<file path="src/rtl/uart_pkg.sv">
// uart_pkg -- definitions shared by the UART transmitter and receiver.
//   uart_state_t : frame state encoding (IDLE/START/DATA/STOP)
//   SPEED_W      : width of the bit-period (speed) value in clk cycles
//   MIN_SPEED    : smallest bit period accepted by a speed update
//   RESET_SPEED  : bit period in effect after reset
package uart_pkg;

    localparam int SPEED_W = 13;

    typedef enum logic [1:0] {
        IDLE  = 2'd0,
        START = 2'd1,
        DATA  = 2'd2,
        STOP  = 2'd3
    } uart_state_t;

    localparam logic [SPEED_W-1:0] MIN_SPEED   = 13'd16;
    localparam logic [SPEED_W-1:0] RESET_SPEED = 13'h1869;

endpackage

</file>
<file path="src/rtl/uart_tx_fifo.sv">
// uart_tx_fifo -- small byte queue in front of the transmitter.
//   clk, reset : rising-edge clock, synchronous active-high reset
//   push, din  : enqueue din; ignored while full
//   pop, dout  : dequeue; dout always shows the head entry
//   count      : number of stored entries (0..DEPTH)
//   full/empty : derived from the registered count
module uart_tx_fifo #(
    parameter  int DEPTH = 4,
    localparam int AW    = $clog2(DEPTH)
) (
    input  logic          clk,
    input  logic          reset,
    input  logic          push,
    input  logic          pop,
    input  logic [7:0]    din,
    output logic [7:0]    dout,
    output logic [AW:0]   count,
    output logic          full,
    output logic          empty
);

    logic [7:0]    mem [DEPTH];
    logic [AW-1:0] wr_ptr;
    logic [AW-1:0] rd_ptr;
    logic          do_push;
    logic          do_pop;

    // full comes from the registered count, so a pop in the same cycle
    // does not open a slot for a write that arrives while full.
    assign full    = (count == (AW+1)'(DEPTH));
    assign empty   = (count == '0);
    assign do_push = push && !full;
    assign do_pop  = pop && !empty;
    assign dout    = mem[rd_ptr];

    always_ff @(posedge clk) begin
        if (reset) begin
            wr_ptr <= '0;
            rd_ptr <= '0;
            count  <= '0;
        end else begin
            // Pointers are AW bits wide, so they wrap modulo DEPTH on their own.
            if (do_push) begin
                mem[wr_ptr] <= din;
                wr_ptr      <= wr_ptr + 1'b1;
            end
            if (do_pop)
                rd_ptr <= rd_ptr + 1'b1;
            if (do_push && !do_pop)
                count <= count + 1'b1;
            else if (do_pop && !do_push)
                count <= count - 1'b1;
        end
    end

endmodule

</file>
<file path="src/rtl/uart_tx.sv">
// uart_tx -- 8N1 UART transmitter with a byte queue and runtime bit period.
//   clk, reset       : rising-edge clock, synchronous active-high reset
//   speed, set_speed : strobe a new bit period (clk cycles); values < 16 ignored
//   data_in, wr_en   : enqueue one byte; dropped while full
//   full             : queue holds FIFO_DEPTH bytes
//   busy             : frame in progress or bytes still queued
//   tx               : registered serial output, idle high
//   tx_done          : one-cycle pulse during the last cycle of each stop bit
module uart_tx #(
    parameter int           FIFO_DEPTH  = 4,
    parameter logic [12:0]  RESET_SPEED = uart_pkg::RESET_SPEED
) (
    input  logic        clk,
    input  logic        reset,
    input  logic [12:0] speed,
    input  logic        set_speed,
    input  logic [7:0]  data_in,
    input  logic        wr_en,
    output logic        full,
    output logic        busy,
    output logic        tx,
    output logic        tx_done
);
    import uart_pkg::*;

    localparam int AW = $clog2(FIFO_DEPTH);

    uart_state_t        state;
    logic [12:0]        period_reg;   // programmed bit period
    logic [12:0]        per_lat;      // period frozen for the current frame
    logic [12:0]        cnt;          // cycles elapsed in the current bit
    logic [2:0]         bit_idx;
    logic [7:0]         shreg;        // remaining data bits, LSB goes out next
    logic [7:0]         head;
    logic [AW:0]        fifo_count;
    logic               empty;
    logic               last;
    logic               pop;

    assign last = (cnt == per_lat - 13'd1);

    // Pop when a new frame starts: from IDLE, or at the last stop cycle
    // so the next start bit follows without a gap.
    assign pop = !empty && ((state == IDLE) || (state == STOP && last));

    assign busy = (state != IDLE) || (fifo_count != '0);

    uart_tx_fifo #(.DEPTH(FIFO_DEPTH)) u_fifo (
        .clk   (clk),
        .reset (reset),
        .push  (wr_en),
        .pop   (pop),
        .din   (data_in),
        .dout  (head),
        .count (fifo_count),
        .full  (full),
        .empty (empty)
    );

    always_ff @(posedge clk) begin
        if (reset) begin
            state      <= IDLE;
            tx         <= 1'b1;
            tx_done    <= 1'b0;
            period_reg <= RESET_SPEED;
            per_lat    <= RESET_SPEED;
            cnt        <= '0;
            bit_idx    <= '0;
            shreg      <= '0;
        end else begin
            tx_done <= 1'b0;
            if (set_speed && speed >= MIN_SPEED)
                period_reg <= speed;

            case (state)
                IDLE: begin
                    if (!empty) begin
                        state   <= START;
                        tx      <= 1'b0;
                        shreg   <= head;
                        per_lat <= period_reg;
                        cnt     <= '0;
                    end
                end
                START: begin
                    if (last) begin
                        state   <= DATA;
                        tx      <= shreg[0];
                        shreg   <= shreg >> 1;
                        bit_idx <= '0;
                        cnt     <= '0;
                    end else begin
                        cnt <= cnt + 13'd1;
                    end
                end
                DATA: begin
                    if (last) begin
                        cnt <= '0;
                        if (bit_idx == 3'd7) begin
                            state <= STOP;
                            tx    <= 1'b1;
                        end else begin
                            bit_idx <= bit_idx + 3'd1;
                            tx      <= shreg[0];
                            shreg   <= shreg >> 1;
                        end
                    end else begin
                        cnt <= cnt + 13'd1;
                    end
                end
                STOP: begin
                    // Registered pulse: set one edge early so it is visible
                    // exactly during the final stop cycle.
                    if (cnt == per_lat - 13'd2)
                        tx_done <= 1'b1;
                    if (last) begin
                        cnt <= '0;
                        if (!empty) begin
                            state   <= START;
                            tx      <= 1'b0;
                            shreg   <= head;
                            per_lat <= period_reg;
                        end else begin
                            state <= IDLE;
                        end
                    end else begin
                        cnt <= cnt + 13'd1;
                    end
                end
                default: state <= IDLE;
            endcase
        end
    end

endmodule

</file>
<file path="config.mk">
export PLATFORM = sky130hd
export DESIGN_NAME = uart_tx
export DESIGN_NICKNAME = d
export VERILOG_FILES = /design/src/rtl/uart_pkg.sv /design/src/rtl/uart_tx_fifo.sv /design/src/rtl/uart_tx.sv
export SDC_FILE = /design/constraint.sdc
export NUM_CORES = 1
export LEC_CHECK = 0
export ABC_CLOCK_PERIOD_IN_PS = 6210
export CORE_MARGIN = 2
export CORE_UTILIZATION = 39
export CTS_CLUSTER_DIAMETER = 80
export CTS_CLUSTER_SIZE = 12
export DETAILED_ROUTE_END_ITERATION = 8
export DONT_BUFFER_PORTS = 1
export PLACE_DENSITY = 0.62
export RECOVER_POWER = 100
export REMOVE_ABC_BUFFERS = 1
export SLEW_MARGIN = 30
export SYNTH_ARGS = -nofsm -noshare
export SYNTH_HDL_FRONTEND = slang
export SYNTH_SLANG_ARGS = --single-unit
</file>
<file path="constraint.sdc">
create_clock -name clk -period 6.21 [get_ports clk]
set_input_delay 1.242 -clock clk [delete_from_list [all_inputs] [get_ports clk]]
set_output_delay 1.242 -clock clk [all_outputs]
set_load 0.02 [all_outputs]
</file>
* Word-level counts from Yosys, hierarchy flattened
Memory sizes are Yosys's and may differ from the RTL's. A register that Yosys moved wholly into a read port is not among the register bits.
Cells that the tools add are included.
** Operators by class
- Reduce and logical (&&, ||, !) cells :: 27
- $add $sub $neg :: 8
- Equal/unequal tests :: 13
- Bitwise logic cells :: 1
- Mux-type cells :: 37
- Order comparisons :: 1
** Operators with widths (count)
- 13-bit two-way mux :: 4
- 13-bit case mux with 2 select lines :: 2
- 8-bit two-way mux :: 5
- 8-bit case mux with 4 select lines :: 1
- 13-bit equality test :: 2
- 3-bit two-way mux :: 5
- 2-bit two-way mux :: 7
- 13-bit by 1-bit adder with 13-bit output (second input constant) :: 1
- 13-bit by 5-bit greater-or-equal comparator with 1-bit output (second input constant) :: 1
- 13-bit by 1-bit subtractor with 13-bit output (second input constant) :: 1
- 13-bit by 2-bit subtractor with 13-bit output (second input constant) :: 1
- 2-bit != test (second input constant) :: 6
- 1-bit two-way mux :: 10
- 2-bit case mux with 4 select lines :: 1
- 4-bit AND reduction :: 2
- 2-bit nonzero test :: 4
- 1-bit logical AND :: 7
- 3-bit by 1-bit adder with 3-bit output (second input constant) :: 2
- 3-bit equality test (second input constant) :: 2
- 3-bit case mux with 2 select lines :: 1
- 5-bit AND reduction :: 1
- 2-bit by 1-bit adder with 2-bit output (second input constant) :: 2
- 2-bit equality test (second input constant) :: 2
- 1-bit zero test :: 4
- other kinds (12) :: 13
** Storage, ports and cells
- Memories kept :: 1
- Register bits after elaboration :: 61
- Memory bits (writable) :: 32
- Word-level logic and storage cells :: 99
- Output and inout port bits :: 4
- Input port bits :: 25
** Memories
- u_fifo.mem :: words 4, bits a word 8, read ports 1, clocked after Yosys merged registers in 1, wr ports 1, RTL line uart_tx_fifo.sv:22 : logic [7:0] mem [DEPTH];

* Logic depth before layout (Yosys ltp)
Gate-level depths: netlist of the first run.
- Depth after elaboration :: 9
- Depth in mapped cells :: 14
- Mapped depth without buffers :: 14

* By module
A second synthesis of the first run with hierarchy kept.
** Unflattened totals
- Cells, all modules :: 488
- Area, all modules :: 4996.0 um^2
** By module, submodules not included
- uart_tx :: instances 1, area each 3350.7 um^2, cells each 397
- uart_tx_fifo :: instances 1, area each 1645.3 um^2, cells each 91

* Worst setup path after synthesis of the first run
OpenSTA, ideal clock, no wires.
- Kind :: register -> register
- From :: register per_lat[0]
- To :: register u_fifo.count[2]
- Data arrival time :: 3162 ps
- Period minus slack after synthesis :: 3232 ps
- Setup time :: 70 ps
- Cell stages (with the launch flop) :: 15
- Data required time :: 6140 ps
- Path slack :: 2978 ps
- Path through :: dfxtp_1 -> inv_1 -> ha_1 -> nor4b_1 -> a31o_2 -> a21oi_1 -> o2111a_2 -> a41oi_1 -> or2_2 -> ha_1 -> inv_1 -> fa_1 -> xor2_1 -> or3_1 -> a21oi_1
** Between the ends
- Cells in the longest elaborated chain, start to end :: 9
- Elaborated cells between the ends (all ways) :: 11
** Ends and longest elaborated chain
- start, declared :: RTL line uart_tx.sv:30 : logic [12:0] per_lat;
- start signal, assigned :: RTL line uart_tx.sv:81 : per_lat <= period_reg;
- start signal, assigned :: RTL line uart_tx.sv:122 : per_lat <= period_reg;
- 13-bit by 1-bit subtractor with 13-bit output * :: RTL line uart_tx.sv:40 : assign last = (cnt == per_lat - 13'd1);
- 13-bit equality test * :: RTL line uart_tx.sv:40
- 1-bit logical AND * :: RTL line uart_tx.sv:44 : assign pop = !empty && ((state == IDLE) || (state == STOP && last));
- 1-bit logical OR * :: RTL line uart_tx.sv:44
- 1-bit logical AND * :: RTL line uart_tx.sv:44
- 1-bit logical AND * :: RTL line uart_tx_fifo.sv:33 : assign do_pop = pop && !empty;
- 1-bit zero test :: RTL line uart_tx_fifo.sv:49 : if (do_push && !do_pop)
- 1-bit logical AND :: RTL line uart_tx_fifo.sv:49
- 3-bit two-way mux / 2-bit nonzero test (equally long branches)
- end signal, assigned :: RTL line uart_tx_fifo.sv:50 : count <= count + 1'b1;
- end signal, assigned :: RTL line uart_tx_fifo.sv:52 : count <= count - 1'b1;
- end, declared :: RTL line uart_tx_fifo.sv:17 : output logic [AW:0] count,
Mark *: on every way between the ends. The rest lies on a longest branch, timed or not.
A chain may end at the register's enable or synchronous reset.

* Final worst setup path of the first run
Same ends and word-level chain as after synthesis.

==> results of run 1 <==
==> final cells by class <==
| class | count | area share, % |
|---|---|---|
| clock buffer | 10 | 4.33 |
| clock inverter | 6 | 1.30 |
| inverter | 20 | 1.42 |
| multi-input combinational | 343 | 46.5 |
| sequential | 95 | 42.0 |
| tap | 168 | 3.97 |
| timing repair buffer | 4 | 0.426 |
==> routing by layer <==
layer	vias to the layer above	part of all wire, %	wire, µm
li1	1737	-	-
met1	1653	49	4780
met2	63	45	4410
met3	11	4.7	462
met4	0	1.4	142
met5	-	0	0
==> metrics by stage <==
stage / instance area, µm² / power [mW]
after floorplan: 4790 / 1.35
after global placement: 5030 / 1.51
after detailed placement: 5030 / 1.53
after CTS: 5330 / 2.09
after global routing: 5290 / 2.19
final: 5290 / 2.06
==> synthesized netlist by cell type, drive strengths merged, types with 10 or more instances <==
master / n
ha: 15
xnor2: 11
dfxtp: 63
edfxtp: 32
nor3: 10
xor2: 14
nand3: 19
mux2i: 26
o21ai: 25
nor2: 35
or3: 17
nand2: 32
clkbuf: 19
nand2b: 19
a21oi: 26
inv: 20
==> logic make-up (layout without fill, tap and decap cells) <==
| kind of cell | Yosys count | in the layout | synth area share [%] |
|---|---|---|---|
| simple gates | 172 | 172 | 19.4 |
| compound gates | 95 | 95 | 13.5 |
| flops | 95 | 95 | 45.3 |
| buf+inv | 45 | 40 | 3.90 |
| mux | 35 | 35 | 9.21 |
| xor+xnor | 25 | 25 | 4.47 |
| fa+ha+maj | 16 | 16 | 4.24 |
==> worst min-delay path by stage <==
stage / start / end / slack, ps / cells past startpoint
after floorplan: period_reg[4] / period_reg[4] / 430 / 2
after detailed placement: period_reg[7] / period_reg[7] / 440 / 2
after global placement: period_reg[7] / period_reg[7] / 440 / 2
after CTS: period_reg[7] / period_reg[7] / 450 / 2
after global routing: period_reg[4] / period_reg[4] / 480 / 2
final: period_reg[4] / period_reg[4] / 450 / 2
==> cells in the final DEF, fill, tap and decap left out, types with 14 or more instances in the layout <==
master,instances
dfxtp_1,63
nor2_1,34
nand2_1,32
edfxtp_1,32
a21oi_1,26
mux2i_1,26
o21ai_0,25
inv_1,20
nand2b_1,19
nand3_1,19
or3_1,17
ha_1,15
xor2_1,14
==> worst max-delay path, cell delays in order (launching register included) <==
cell and delay, ps:
dfxtp_1 370, inv_1 100, ha_1 280, nor3b_1 560
a221o_1 250, o21ai_0 90, a32o_1 290, a41oi_1 360
or2_2 180, ha_1 180, inv_1 70, fa_1 380
xor2_1 180, or3_1 300, a21oi_1 160
==> power groups by stage <==
| stage | sequential (mW) | clock [mW] | combinational, mW |
|---|---|---|---|
| 2_1_floorplan | 0.800 | 0 | 0.554 |
| 3_3_place_gp | 0.823 | 0 | 0.687 |
| 3_5_place_dp | 0.827 | 0 | 0.706 |
| 4_1_cts | 0.813 | 0.563 | 0.711 |
| 5_1_grt | 0.826 | 0.584 | 0.778 |
| 6_report | 0.813 | 0.551 | 0.692 |
==> metrics.md, run 1 <==
| Metric | Value |
|---|---|
| Status | `completed` |
| Root buffer cell | `clkbuf_16` |
| Worst-case clock skew | `around 8.4 ps` |
| Setup TNS | `0 ps` |
| Largest net degree at the start of global routing | `a little over 70` |
| Cells after synthesis | `between 400 and 500` |
| Primary FF master, synth | `dfxtp_1` |
| Worst Path Arrival | `about 4100 ps` |
| Global-route wire length before repair | `16.6 mm` |
| Die Y | `roughly 120 µm` |
| Critical Path End Type | `flip-flop` |
| Clock latency on the worst-skew pair | `340 ps` |
| Area Growth Syn to Fin | `7.88%` |
| Share of cells above drive strength 1 | `around 7.5%` |
| Global-route usage over all layers | `15.5%` |
| Iter 0 DRT Violations | `130` |
| Worst IR Drop VDD | `around 0.18 mV` |
| Number of buffers added on ports | `0` |
| Resize count post-CTS | `0` |
| Netlist Area Pre-Place | `4900 µm²` |
| RD Place Congestion | `about 0.93` |
| Sequential element share of the synthesized area | `between 40 and 50%` |
| Fin. max-slew vios | `0` |
| Slew headroom | `a little over a fifth` |
| Dpl cells | `630` |
| WL per Instance | `approximately 15 µm` |
| Final setup viols | `0` |
| Flop2flop setup slack | `about 2400 ps` |
| Final Non-Filler Cells | `about 650` |
| Crit path to | `u_fifo.count[2]` |
| Gate power share | `33.6%` |
| Crit path time final | `around 3800 ps` |
| Leakage power | `about 1.8 nW` |
| DRT Pass-1 Iters | `4` |
| Initial antenna violation count | `0` |
| Multi-input gate area | `2460 µm²` |
| Die X | `between 100 and 150 µm` |
| Top post-synthesis cells by area | `dfxtp_1 (26%), edfxtp_1 (20%), mux2i_1 (5.3%)` |
| Worst r2r dst | `u_fifo.count[2]` |
| Fill cell count | `between 1000 and 1500` |
| Asr flop ratio synth | `0%` |
| Synth area leader | `dfxtp_1` |
| Max-cap violations | `0` |
| Hold WS | `~450 ps` |
| Total Wirelength | `between 9 and 10 mm` |
| Final core occ | `between 40% and 50%` |
| Reg power frac | `about two fifths` |
| Sw Pwr | `0.714 mW` |
| Number of buffers created by CTS | `9` |
| Internal power | `roughly 1.3 mW` |
| Largest Register | `u_fifo.mem` |
| Core Footprint | `roughly 12000 µm²` |
| Reg2reg path depth | `14` |
| Final setup margin | `roughly 2400 ps` |
| CTS Sinks | `between 90 and 100` |
| CTS tree | `built` |
| Crit Path Max Fanout | `7` |
| Req. time, crit path | `roughly 6500 ps` |
| Io pins | `29` |
| Final hold viol count | `0` |
| Post-route ant nets | `0` |
| Met1 Use GR | `around 22%` |
| Hold Crit Class | `reg -> reg` |
| PwrDens | `389 nW/µm²` |
| Largest register FFs | `32` |
| Synth top area share | `25.7%` |
| DR vias | `approximately 3500` |
| Clk slew on worst S/H paths | `roughly 60 ps` |
| Global routing usage on met3 | `3.22%` |
| EDFF count, synth | `32` |
| Avg Inst Size Synth | `between 10 and 15 µm²` |
| Postcts setup bufs | `0` |
| Critical Path Source | `per_lat[0]` |
| Grt peak-use layer | `met2` |
| CP startpoint kind | `flip-flop` |
| Htree depth | `3` |
| FMAX | `~260 MHz` |
| Period utilization | `between 60% and 70%` |
| Num rows | `40` |
| Max Buffers Root-to-Sink | `2` |
| Hold_buf cts | `0` |
| Overflow after GRT | `0` |
| Total Die Area | `13500 µm²` |
| Clock network fraction of design power | `a little over a quarter` |
| Critical path class | `reg -> reg` |
| Distinct cells, synth | `70` |
| Inserted Diodes | `0` |
| Register area | `2220 µm²` |
| Initial Utilization | `40.3%` |
| Post-detail-place hpwl | `between 6 and 7 mm` |
| GR Util met2 | `around a quarter` |
| Reg-to-Reg Start | `per_lat[0]` |
| Flops & latches, synth | `95` |
| Yosys Warn Count | `0` |
| DRC | `0` |
| DR vias/cell | `between 5 and 6` |
| DP Worst Slack | `around 2600 ps` |
| Slew @ Worst Pin | `approximately 1200 ps` |
| RSZ-0062 raised after global routing | `false` |
| Vias in the first global route | `3352` |
| Sw Share | `34.8%` |
| # nets final | `between 500 and 600` |
Note: power is estimated with default switching activity, not from simulation.
==> run 2, diff against run 1 <==
--- a/config.mk
+++ b/config.mk
@@ -5,14 +5,14 @@
 export SDC_FILE = /design/constraint.sdc
 export NUM_CORES = 1
 export LEC_CHECK = 0
-export ABC_CLOCK_PERIOD_IN_PS = 6210
+export ABC_CLOCK_PERIOD_IN_PS = 3500
 export CORE_MARGIN = 2
 export CORE_UTILIZATION = 39
 export CTS_CLUSTER_DIAMETER = 80
 export CTS_CLUSTER_SIZE = 12
 export DETAILED_ROUTE_END_ITERATION = 8
 export DONT_BUFFER_PORTS = 1
-export PLACE_DENSITY = 0.62
+export PLACE_DENSITY = 0.64
 export RECOVER_POWER = 100
 export REMOVE_ABC_BUFFERS = 1
 export SLEW_MARGIN = 30
==> constraint.sdc (replaced) <==
create_clock -name clk -period 3.5 [get_ports clk]
set_input_delay 0.7 -clock clk [delete_from_list [all_inputs] [get_ports clk]]
set_output_delay 0.7 -clock clk [all_outputs]
set_load 0.02 [all_outputs]
==> metrics.md, run 2 (synthesis gave the netlist of run 1 again) <==
| Metric | Value |
|---|---|
| Global-route usage over all layers | `between 10% and 20%` |
| Largest register FFs | `32` |
| Critical-path cell with the highest stage delay | `dfxtp_2` |
| Area Growth Syn to Fin | `10.2%` |
| Worst-case clock skew | `between 9 and 10 ps` |
| Number of buffers added on ports | `0` |
| # nets final | `527` |
| DRC | `0` |
| RD Place Congestion | `between 0.8 and 0.9` |
| WL per Instance | `between 15 and 20 µm` |
| Status | `completed` |
| Worst-path cell chain | `inv_1, ha_2, nor3b_4, buf_4, and4_1, o21a_1, o31ai_4, a41oi_2, or2_2, ha_1, inv_1, fa_1, xor2_1, or3_1, a21oi_1` |
| Initial Utilization | `40.3%` |
| Final hold viol count | `0` |
| CP delay by family, top | `simple AND/OR/NAND/NOR gates` |
| Post-detail-place hpwl | `approximately 7.3 mm` |
| Critical path class | `reg -> reg` |
| Slew headroom | `about a fifth` |
| Largest Register | `u_fifo.mem` |
| Met3 wire length | `around 350 µm` |
| Hold WS | `roughly 420 ps` |
| Die Y | `~120 µm` |
| Worst IR Drop VDD | `roughly 0.33 mV` |
| Inserted Diodes | `0` |
| Hold Crit Class | `in -> reg` |
| CTS tree | `built` |
| Crit Path Max Fanout | `6` |
| Slowest stage delay, CP | `around 350 ps` |
| Critical Path End Type | `flip-flop` |
| Fin. max-slew vios | `0` |
| Num rows | `40` |
| Io pins | `29` |
| RSZ-0062 raised after global routing | `false` |
| Total Die Area | `between 10000 and 15000 µm²` |
| Slew @ Worst Pin | `1180 ps` |
| Iter 0 DRT Violations | `between 150 and 200` |
| Worst Path Arrival | `3540 ps` |
| Global-route wire length before repair | `17.0 mm` |
| CTS Sinks | `95` |
| Met2 wire length | `between 4 and 5 mm` |
| Core Footprint | `approximately 12000 µm²` |
| Req. time, crit path | `3770 ps` |
| Crit path time final | `roughly 3300 ps` |
| Root buffer cell | `clkbuf_16` |
| Initial antenna violation count | `0` |
| Die X | `roughly 120 µm` |
| DR vias | `approximately 3600` |
| Final setup viols | `0` |
| Leakage power | `1.90 nW` |
| DP Worst Slack | `roughly 22 ps` |
| Max Buffers Root-to-Sink | `2` |
| CP startpoint kind | `flip-flop` |
| Period utilization | `93.5%` |
| Commonest non-fill, non-tap cells in the layout | `dfxtp_1 (62), nor2_1 (34), nand2_1 (32), edfxtp_1 (32)` |
| Htree depth | `3` |
| Max Used Layer | `met4` |
| Overflow after GRT | `0` |
| Max-cap violations | `0` |
| FMAX | `approximately 300 MHz` |
| PwrDens | `just under 700 nW/µm²` |
| Clk slew on worst S/H paths | `about 70 ps` |
| Wire length on met1 | `4.97 mm` |
| Hold_buf cts | `0` |
| Share of cells above drive strength 1 | `between 10 and 15%` |
| Most common cell after layout, fill and taps aside | `dfxtp_1` |
| Largest net degree at the start of global routing | `71` |
| DR vias/cell | `about 5.4` |
| Most frequent cell on the critical path | `inv_1` |
| DRT Pass-1 Iters | `5` |
| Setup TNS | `0 ps` |
| Final setup margin | `229 ps` |
| Total Wirelength | `between 10 and 15 mm` |
| Number of buffers created by CTS | `9` |
| Vias in the first global route | `around 3500` |
| Critical path buffer and inverter count | `3` |
| Post-route ant nets | `0` |
| Clock latency on the worst-skew pair | `340 ps` |
==> run 2: report_power, final <==
group,internal [mW],leakage [nW],switching [mW]
clock network,0.504,0.141,0.423
logic,0.564,0.953,0.738
registers,1.28,0.806,0.153
==> run 2: final cells by class <==
| class | count | area, µm² |
|---|---|---|
| clock buffers | 10 | 239 |
| clock inverters | 6 | 40.0 |
| fillers | 1123 | 6760 |
| inverters | 20 | 75.1 |
| multi-input cells | 343 | 2500 |
| flip-flops and latches | 95 | 2220 |
| well taps | 168 | 210 |
| repair buffers | 17 | 110 |
==> run 2: repair_timing <==
action	4_1_cts	5_1_grt
resized for setup	2	6
gates cloned	0	0
pin swaps	0	4
endpoints found under the setup margin	1	2
buffers inserted	0	3
==> run 2: stage by stage <==
| step | cells | area (µm²) | power [mW] | utilization (%) |
|---|---|---|---|---|
| global route | 659 | 5400 | 3.89 | 44.4 |
| floorplan | 458 | 4790 | 2.40 | - |
| global placement | 640 | 5110 | 2.71 | 42.0 |
| CTS | 656 | 5400 | 3.69 | 44.4 |
| finish | 659 | 5400 | 3.66 | 44.4 |
| detailed placement | 640 | 5110 | 2.75 | 42.0 |
==> run 2: path summary, 6_finish.rpt <==
kind,from,end,slack (ps),depth (start not counted)
max,per_lat[1],u_fifo.count[2],230,15
min,reset,period_reg[8],420,1
max reg2reg,per_lat[1],u_fifo.count[2],230,15
min reg2reg,period_reg[7],period_reg[7],450,2
==> run 2: metal layers <==
metal	vias up	GRT usage, %
met3	21	3.11
li1	1758	-
met5	-	0
met2	70	24.8
met1	1724	22.2
met4	0	7.14
